## src/rtl/computie_bus_capture_controller.sv

```systemverilog
// Capture sequencer for computie_bus_snooper: arms recording, detects the trigger record,
// counts post-trigger records and drains the snooper into a one-entry host output register.
module computie_bus_capture_controller #(
  parameter int unsigned BITWIDTH    = 32,
  parameter int unsigned COUNT_WIDTH = 16
) (
  input  logic                   comm_clock,
  input  logic                   comm_reset,
  input  logic                   cmd_arm,
  input  logic                   cmd_abort,
  input  logic                   cmd_force_trigger,
  input  logic [BITWIDTH-1:0]    trig_addr,
  input  logic [BITWIDTH-1:0]    trig_mask,
  input  logic                   trig_rw,
  input  logic                   trig_rw_care,
  input  logic [COUNT_WIDTH-1:0] post_count,
  output logic                   record_start,
  output logic                   record_trigger,
  input  logic                   record_end,
  input  logic                   record_valid,
  output logic                   record_ready,
  input  logic [2*BITWIDTH:0]    record_out,
  output logic                   out_valid,
  input  logic                   out_ready,
  output logic [2*BITWIDTH:0]    out_data,
  output logic                   busy,
  output logic                   done,
  output logic                   triggered,
  output logic                   aborted,
  output logic [COUNT_WIDTH-1:0] record_count,
  output logic [COUNT_WIDTH-1:0] trig_index
);

  typedef enum logic [2:0] {StIdle, StArmed, StTriggered, StDrain, StDone} state_e;

  state_e                 r_state, w_state_next;
  logic                   r_out_valid;
  logic [2*BITWIDTH:0]    r_out_data;
  logic                   r_trig_pulse, w_trig_event;
  logic                   r_triggered, w_triggered_next;
  logic                   r_aborted, w_aborted_next;
  logic [COUNT_WIDTH-1:0] r_count, w_count_next;
  logic [COUNT_WIDTH-1:0] r_trig_index, w_trig_index_next;
  logic [COUNT_WIDTH-1:0] r_remaining, w_remaining_next;

  logic                   w_xfer;
  logic                   w_match;
  logic                   w_rw;
  logic [BITWIDTH-1:0]    w_addr;
  logic                   w_capturing;

  assign w_rw   = record_out[2*BITWIDTH];
  assign w_addr = record_out[2*BITWIDTH-1:BITWIDTH];

  assign record_ready = !r_out_valid || out_ready;
  assign w_xfer       = record_valid && record_ready;
  assign w_match      = (((w_addr ^ trig_addr) & trig_mask) == '0) &&
                        (!trig_rw_care || (w_rw == trig_rw));
  assign w_capturing  = (r_state == StArmed) || (r_state == StTriggered) || (r_state == StDrain);

  always_ff @(posedge comm_clock or posedge comm_reset) begin
    if (comm_reset) begin
      r_out_valid <= 1'b0;
      r_out_data  <= '0;
    end else if (w_xfer) begin
      r_out_valid <= 1'b1;
      r_out_data  <= record_out;
    end else if (out_ready) begin
      r_out_valid <= 1'b0;
    end
  end

  always_ff @(posedge comm_clock or posedge comm_reset) begin
    if (comm_reset) begin
      r_state      <= StIdle;
      r_trig_pulse <= 1'b0;
      r_triggered  <= 1'b0;
      r_aborted    <= 1'b0;
      r_count      <= '0;
      r_trig_index <= '0;
      r_remaining  <= '0;
    end else begin
      r_state      <= w_state_next;
      r_trig_pulse <= w_trig_event;
      r_triggered  <= w_triggered_next;
      r_aborted    <= w_aborted_next;
      r_count      <= w_count_next;
      r_trig_index <= w_trig_index_next;
      r_remaining  <= w_remaining_next;
    end
  end

  always_comb begin
    w_state_next      = r_state;
    w_trig_event      = 1'b0;
    w_triggered_next  = r_triggered;
    w_aborted_next    = r_aborted;
    w_count_next      = r_count;
    w_trig_index_next = r_trig_index;
    w_remaining_next  = r_remaining;

    // Count saturates at all-ones.
    if (w_xfer && w_capturing && (r_count != '1)) begin
      w_count_next = r_count + COUNT_WIDTH'(1);
    end

    unique case (r_state)
      StIdle, StDone: begin
        if (cmd_arm && !cmd_abort) begin
          w_state_next      = StArmed;
          w_count_next      = '0;
          w_trig_index_next = '0;
          w_triggered_next  = 1'b0;
          w_aborted_next    = 1'b0;
          w_remaining_next  = '0;
        end
      end
      StArmed: begin
        if (cmd_abort) begin
          w_state_next   = StDrain;
          w_aborted_next = 1'b1;
        end else if ((w_xfer && w_match) || cmd_force_trigger) begin
          // The matching record's index and the force-trigger index are both the pre-increment count.
          w_trig_event      = 1'b1;
          w_triggered_next  = 1'b1;
          w_trig_index_next = r_count;
          w_remaining_next  = post_count;
          w_state_next      = ((post_count == '0) || record_end) ? StDrain : StTriggered;
        end else if (record_end) begin
          w_state_next = StDrain;
        end
      end
      StTriggered: begin
        if (cmd_abort) begin
          w_state_next   = StDrain;
          w_aborted_next = 1'b1;
        end else begin
          if (w_xfer) begin
            w_remaining_next = r_remaining - COUNT_WIDTH'(1);
          end
          if (record_end || (w_xfer && (r_remaining == COUNT_WIDTH'(1)))) begin
            w_state_next = StDrain;
          end
        end
      end
      StDrain: begin
        if (record_end && !r_out_valid) begin
          w_state_next = StDone;
        end
      end
      default: w_state_next = StIdle;
    endcase
  end

  assign record_start   = (r_state == StArmed) || (r_state == StTriggered);
  assign record_trigger = r_trig_pulse;
  assign out_valid      = r_out_valid;
  assign out_data       = r_out_data;
  assign busy           = w_capturing;
  assign done           = (r_state == StDone);
  assign triggered      = r_triggered;
  assign aborted        = r_aborted;
  assign record_count   = r_count;
  assign trig_index     = r_trig_index;

endmodule

```

## config.mk

```make
export PLATFORM = sky130hd
export DESIGN_NAME = computie_bus_capture_controller
export DESIGN_NICKNAME = d
export VERILOG_FILES = /design/src/rtl/computie_bus_capture_controller.sv
export SDC_FILE = /design/constraint.sdc
export NUM_CORES = 1
export LEC_CHECK = 0
export CORE_UTILIZATION = 30
export CTS_CLUSTER_DIAMETER = 200
export CTS_CLUSTER_SIZE = 28
export DETAILED_ROUTE_END_ITERATION = 10
export PLACE_DENSITY = 0.64
export SETUP_SLACK_MARGIN = 0.4
export SYNTH_ARGS = -nofsm -noshare
export SYNTH_HDL_FRONTEND = slang
export SYNTH_SLANG_ARGS = --single-unit
```

## constraint.sdc

```tcl
create_clock -name comm_clock -period 3.7 [get_ports comm_clock]
set_clock_uncertainty 0.1 [all_clocks]
set_input_delay 0.74 -clock comm_clock [delete_from_list [all_inputs] [get_ports comm_clock]]
set_output_delay 0.74 -clock comm_clock [all_outputs]
set_load 0.02 [all_outputs]
```

==> summary.md <==
When the netlist entered floorplanning its net count stood at 657. The most used routing layer in global routing was met2. The areal power density over the cells is 568.1 nW/um^2, and the met3 demand-to-capacity share in global routing is 6.157%. The run gives 0 as the total global routing overflow. The longest clock path from root to sink contains 2 buffers. Category of the most critical setup path: reg2out. The run gives 50 as the count of standard-cell rows.

Counting the buffers created by CTS gives 17. The share of the yosys chip area belonging to registers came out at 50.94%. The routing usage on met2 is 32.02%.

The worst register-to-register path has a depth of 6. The clock network power share is 32.6%. The cell depth of the worst hold path works out to 1. The portion of synthesized cell area occupied by the leading cell type works out to 50.94%. For the maximum number of pins on one net before global-route repair, the log shows 59. Setup repair after global routing left no endpoint under its margin. In this run the clock root is driven by a sky130_fd_sc_hd__clkbuf_16. Across the whole layout, storage elements account for 3004 um^2. The total number of vias is 5161, and the final period demand of the worst path is 3126 ps.

Dominant synthesized flop cell: sky130_fd_sc_hd__dfrtp_1. The tools report the area of the die as 20210 um^2. The number of antenna violations at the first check in global routing was 0.

The fraction of final layout cells sized beyond drive strength 1 was 16.34%; the worst relative slew slack was 42.91%. For this block, the initial DRC count from the detailed router was 256. Across the VDD grid, the largest voltage drop is 0.2999 mV. Sorting the synthesized cells by area gives the leading types as sky130_fd_sc_hd__dfrtp_1 51%, sky130_fd_sc_hd__mux2_2 12%, sky130_fd_sc_hd__xor2_1 5.8%. The number of flops mapped to enable cells by yosys was 0. The sequential share of power was 34.2%; the die height was 142.2 um. The run gives 2763 um^2 as the area of combinational cells with multiple inputs.

The share of the clock period used by the worst path came out at 84.50%. The kind of launch point of the worst setup path was a register. The initial utilization of the core area, before any placement, comes to 31.10%. Fill cells in the final layout number 1685.

The flow ran to the end, and the final reports show no timing, DRC or antenna violations. Worst endpoint required time: 2860 ps. The number of buffers inserted by port buffering came out at 259. In this run the remaining antenna-violating nets after routing total 0. The run gives 18.35 mm as the total wire length. The gate count after technology mapping was 499; the I/O pin count was 260. sky130_fd_sc_hd__dfrtp_1 takes more of the synthesized area than any other cell. Data arrives at the worst endpoint at 2290 ps.

The worst hold path terminates at trig_index[3]. Of all nets on the critical path, the largest fanout is 17. A synthesized cell averages 11.81 um^2.

Summed over all nets, the half-perimeter wirelength after detailed placement is 13.87 mm. The clock transition at the registers of the reported paths is 50 ps, and the mean number of vias per cell is 4.977. TritonCTS built the clock tree. The register bit count reported by yosys was 120. Setup slack of the most critical reg-to-reg path: 1150 ps. The final routed DRC violation total is 0.

Global routing used 18.65% of the available tracks across all layers. The detail-routed net length per standard cell is 17.70 um. The logs give 5475 for the number of global-route vias before repair and 0 for the max-slew violation total from the final report. The internal power of the cells totals 0.003605 W. The number of setup buffers added after CTS is 0. Hold repair after CTS inserted 0 buffers. CTS saw 120 sinks. Counting flops with an async set or reset pin after synthesis yields a share of 100.0%. For this design the total switching power over the nets is 0.001749 W.

In this run the worst hold path is classified as reg2reg. The floorplan step defined a core boundary enclosing 18960 um^2. Number of hold-slack violations in the final timing report: 0. The endpoint identified for the worst register-to-register timing path is r_remaining[12]. At the end of routability-driven placement, the weighted congestion stood at 0.8693. The width of the chip is 142.2 um, and the number of max-capacitance violations reported is 0. The logs give 0 for the number of endpoints failing setup at the final stage and 49.72% for the post-route core utilization.

For this run, the top clock speed supported by timing is 319.9 MHz. The accumulated negative setup slack was 0 ps; the first-pass GRT wire length was 28.74 mm. For this run, the number of standard cells in the final layout without fillers is 1037. The H-tree level count came out at 4. Relative to the synthesized area, the layout overhead comes to 59.88%.

0 antenna diodes ended up in the layout. The reported leakage power came out at 3.738 nW. The worst setup path is captured at an output port.

Global routing consumed, on the met1 layer, 21.30% of the routing resources. The number of iterations in the first detailed-routing pass was 4; the latest clock arrival within the worst-skew pair was 410 ps. The net switching fraction of the power works out to 32.66%.

In this run, placement finished with an instance count of 1006. The run gives 923 as the net total in the final layout. The startpoint of the worst hold path is trig_index[3].

The worst register-to-register path begins at r_state[0]. The share of total power dissipated in combinational logic is 33.2%. The count of yosys warnings during synthesis was 0; the area of the mapped netlist was 5894 um^2. After synthesis, the netlist uses 50 different library cells. Actual transition at the worst max-transition pin: 856.3 ps.
[layer usage]
layer | vias to the layer above | share of wire, %
li1 | 2401 | -
met1 | 2510 | 39
met2 | 221 | 52
met3 | 29 | 7.2
met4 | 0 | 2.0
met5 | - | 0
[metrics by stage]
step	cell area (um^2)	power, W	worst slack (ps)	hold WS (ps)
final	9424	0.005354	573.5	397.8
after global routing	9424	0.005637	456.3	419.1
after CTS	9424	0.005406	540.6	404.0
after detailed placement	8805	0.003633	281.9	381.5
after global placement	8805	0.003565	387.2	381.2
after floorplan	5898	0.002834	1188	381.3
[placed cells by master (no fill, tap or decap), types with 17 or more instances in the layout]
cell type,count
sky130_fd_sc_hd__a21oi_1,18
sky130_fd_sc_hd__a22o_1,21
sky130_fd_sc_hd__clkbuf_16,17
sky130_fd_sc_hd__clkdlybuf4s50_1,259
sky130_fd_sc_hd__dfrtp_1,119
sky130_fd_sc_hd__mux2_2,65
sky130_fd_sc_hd__nand2_1,23
sky130_fd_sc_hd__nand3_1,19
sky130_fd_sc_hd__nor2_1,23
sky130_fd_sc_hd__o211ai_1,21
sky130_fd_sc_hd__xor2_1,39
[cells by family after synthesis]
| kind of cell | share of synthesized area, % |
|---|---|
| AO/OA/AOI/OAI | 15.54 |
| XOR/XNOR | 6.835 |
| adder cells (fa/ha/maj) | 0.6369 |
| buffers and inverters | 2.314 |
| flip-flops | 50.94 |
| multiplexers | 12.93 |
| AND/OR/NAND/NOR | 10.80 |
[flip-flops by register name, summed over array words and instances (netlist names)]
| register | count |
|---|---|
| triggered | 1 |
| r_state | 3 |
| out_data | 65 |
| out_valid | 1 |
| record_count | 16 |
| trig_index | 16 |
| r_remaining | 16 |
| record_trigger | 1 |
| aborted | 1 |
[worst max-delay path, stage by stage, from the launching register on]
cell and delay [ps]:
sky130_fd_sc_hd__dfrtp_2 480, sky130_fd_sc_hd__inv_1 160, sky130_fd_sc_hd__nor3_1 190, sky130_fd_sc_hd__buf_4 250, sky130_fd_sc_hd__nand2b_1 170, sky130_fd_sc_hd__clkdlybuf4s50_1 610
[cell type report]
cell class                 count  share of cell area, %
tap                          260                  3.452
clock buffer                  19                  4.700
timing repair buffer         269                  28.44
sequential                   120                  31.88
inverter                       8                 0.3585
multi-input combinational    349                  29.31
clock inverter                12                  1.859
[cells in the mapped netlist (4+ instances only)]
cell type	number
sky130_fd_sc_hd__dfrtp_1	120
sky130_fd_sc_hd__mux2_2	65
sky130_fd_sc_hd__xor2_1	39
sky130_fd_sc_hd__nand2_1	24
sky130_fd_sc_hd__nor2_1	23
sky130_fd_sc_hd__a22o_1	21
sky130_fd_sc_hd__o211ai_1	21
sky130_fd_sc_hd__nand3_1	19
sky130_fd_sc_hd__a21oi_1	18
sky130_fd_sc_hd__clkbuf_1	14
sky130_fd_sc_hd__a22oi_1	13
sky130_fd_sc_hd__nor3_1	12
sky130_fd_sc_hd__o211ai_2	10
sky130_fd_sc_hd__nor4_1	9
sky130_fd_sc_hd__inv_1	8
sky130_fd_sc_hd__xnor2_1	7
sky130_fd_sc_hd__and4_1	6
sky130_fd_sc_hd__nand2b_1	5
sky130_fd_sc_hd__o21ai_0	5
sky130_fd_sc_hd__a32oi_1	4
sky130_fd_sc_hd__and3_1	4
sky130_fd_sc_hd__buf_2	4
sky130_fd_sc_hd__or3_1	4
[timing repair]
item	4_1_cts	5_1_grt
resized for setup	1	0
endpoints found under the setup margin	1	0
hold endpoints to repair	0	0
[power groups by stage]
stage | combinational (W) | sequential [W] | clock [W]
after detailed placement | 0.00179 | 0.00185 | 0
final | 0.00178 | 0.00183 | 0.00174
after global placement | 0.00174 | 0.00183 | 0
after floorplan | 0.000868 | 0.00197 | 0
after global routing | 0.00192 | 0.00187 | 0.00185
after CTS | 0.00179 | 0.00183 | 0.00178
[worst max-delay path by stage]
stage,slack [ps],depth (start not counted),endpoint,from
final,570,5,record_start,r_state[0]
after detailed placement,280,7,r_remaining[14],record_out[33]
after CTS,540,5,record_start,r_state[0]
after floorplan,1190,5,out_data[17],out_ready
after global routing,460,5,record_start,r_state[0]
after global placement,390,7,r_remaining[13],out_ready
Power figures use the tool's default switching activity.
==> patch (same flow settings) <==
`BITWIDTH`: 32 -> 64.
--- a/src/rtl/computie_bus_capture_controller.sv
+++ b/src/rtl/computie_bus_capture_controller.sv
@@ -1,7 +1,7 @@
 // Capture sequencer for computie_bus_snooper: arms recording, detects the trigger record,
 // counts post-trigger records and drains the snooper into a one-entry host output register.
 module computie_bus_capture_controller #(
-  parameter int unsigned BITWIDTH    = 32,
+  parameter int unsigned BITWIDTH    = 64,
   parameter int unsigned COUNT_WIDTH = 16
 ) (
   input  logic                   comm_clock,
Interface: changed (resized out_data, record_out, trig_addr and trig_mask); port bits go from 260 to 452. The function was not compared with the original's and may differ.
==> patch against the original RTL <==
Clock power is 9.8% higher. Critical path depth is 1 lower. Final area rose by 54%. Via count increased by 68%. Synthesized area increased by 50%. Register-to-register slack improved by 0.14 ns. Worst setup slack got worse by 0.034 ns. Sequential power up 41%. Worst hold slack got worse by 0.023 ns. Critical endpoint unchanged. Sequential cell count up 64. Routed wire length up 89%. Total power grew 32%.
==> patch: results (changes against the original RTL) <==
Placed design
The quantity of I/O buffers inserted on ports came to 451 (+74%). The post-DP HPWL was 27000 um (+95%). The number of placed cells counting well taps was 1805 (+79%). The setup slack after placement is 0.151 ns (-0.131 ns). The placer's final routability congestion estimate was 0.897 (+3.2%).

GRT
The fraction of met1 tracks used by global routing is 0.271 (+0.0584). The overall routing resource usage came to 0.232 (+0.0456). The wire length of the first global-routing pass came to 53100 um (+85%). The fraction of met3 tracks used by global routing was 0.0875 (+0.0259). The global routing usage on met2 is 0.393 (+0.0729). The number of antenna violations at the first check in global routing is 10 (+10). The via count of the first global-routing pass is 9096 (+66%).

Route
The first-pass iteration count of the detailed router is 5 (+1). The via-per-instance ratio is 4.71 (-5.5%). The final wirelength is 34600 um (+89%). The wire length per cell after detailed routing is 18.8 um (+6.2%). The count of routing violations after the opening detailed-route iteration was 399 (+56%).

Finish
The net count reported at finish is 1726 (+87%). The number of flip-flops in the largest register came to 129 (+98%). The fraction of layout cells with a size suffix above 1 is 0.0516 (-0.112).

The count of fill cells added during filler insertion is 2739 (+63%).

Timing
The slew at the pin with the worst max-slew slack came to 0.670 ns (-0.186 ns).

Clock tree
The total of cells resized after clock tree synthesis is 0 (-1). The clock transition at the registers of the reported paths is 0.08 ns (+0.03 ns). The worst-skew pair later-pin latency is 0.43 ns (+0.02 ns).

Logic synthesis
The number of distinct standard cells referenced by the synthesized netlist is 52 (+4.0%). The commonest cells after synthesis are nand2_1 (406), dfrtp_1 (184), xor2_1 (69), a22oi_1 (50), inv_1 (37). The number of nets produced by synthesis is 1280 (+95%). Ranked by total cell area, the synthesized netlist is headed by dfrtp_1 (52%), nand2_1 (17%), xor2_1 (6.8%). The gate count after technology mapping is 994 (+99%).

Critical path
The cell at the slowest stage of the critical path is clkdlybuf4s50_1. The top fanout value on the critical path came to 8 (-9).

Outcome
The run finished with clean final reports.

Pwr
The leakage power total was 6.55 nW (+75%). The maximum vdd drop is 0.000274 V (-8.7%).
[patch: layout make-up]
cell class                      instances  area share
Antenna cell                            4    0.000691
Clock buffer                           18      0.0296
Clock inverter                         14      0.0122
Inverter                               38      0.0103
Multi-Input combinational cell        728       0.269
Sequential cell                       184       0.318
Tap cell                              384      0.0331
Timing Repair Buffer                  471       0.328
[patch: routing by layer]
metal	vias up	wire, um
met5	-	92
met4	12	833
met3	56	3150
met2	363	16800
met1	4058	13800
li1	4174	-
[patch: final timing paths]
kind                       slack (ns)             to  depth (start not counted)        start
max in group asynchronous        2.07    out_data[2]                          4   comm_reset
setup / recovery                 0.54   record_start                          4   r_state[0]
hold reg to reg                  0.38    out_data[2]                          2  out_data[2]
setup reg to reg                 1.29     r_state[1]                          6   r_state[0]
min in group asynchronous        0.58  trig_index[8]                          2   comm_reset
hold / removal                   0.38    out_data[2]                          2  out_data[2]
[patch: stage by stage]
step / instance area [um2] / power, mW
finish: 14500 / 7.08
global route: 14500 / 7.47
CTS: 14500 / 7.15
detailed placement: 13900 / 5.21
global placement: 13900 / 5.18
floorplan: 8850 / 3.94
[patch: cells by family after synthesis]
| kind of cell | after synthesis | share of synthesized area |
|---|---|---|
| fa+ha+maj | 3 | 0.00424 |
| flops | 184 | 0.521 |
| buf+inv | 82 | 0.0402 |
| compound gates | 136 | 0.114 |
| simple gates | 510 | 0.242 |
| mux | 2 | 0.00283 |
| xor+xnor | 77 | 0.0763 |
[patch: report_power, final]
| group | total, mW | switching [mW] | internal, mW | leakage, nW |
|---|---|---|---|---|
| clock network | 1.91 | 0.933 | 0.980 | 0.296 |
| registers | 2.58 | 0.251 | 2.33 | 2.32 |
| logic | 2.59 | 1.39 | 1.20 | 3.94 |
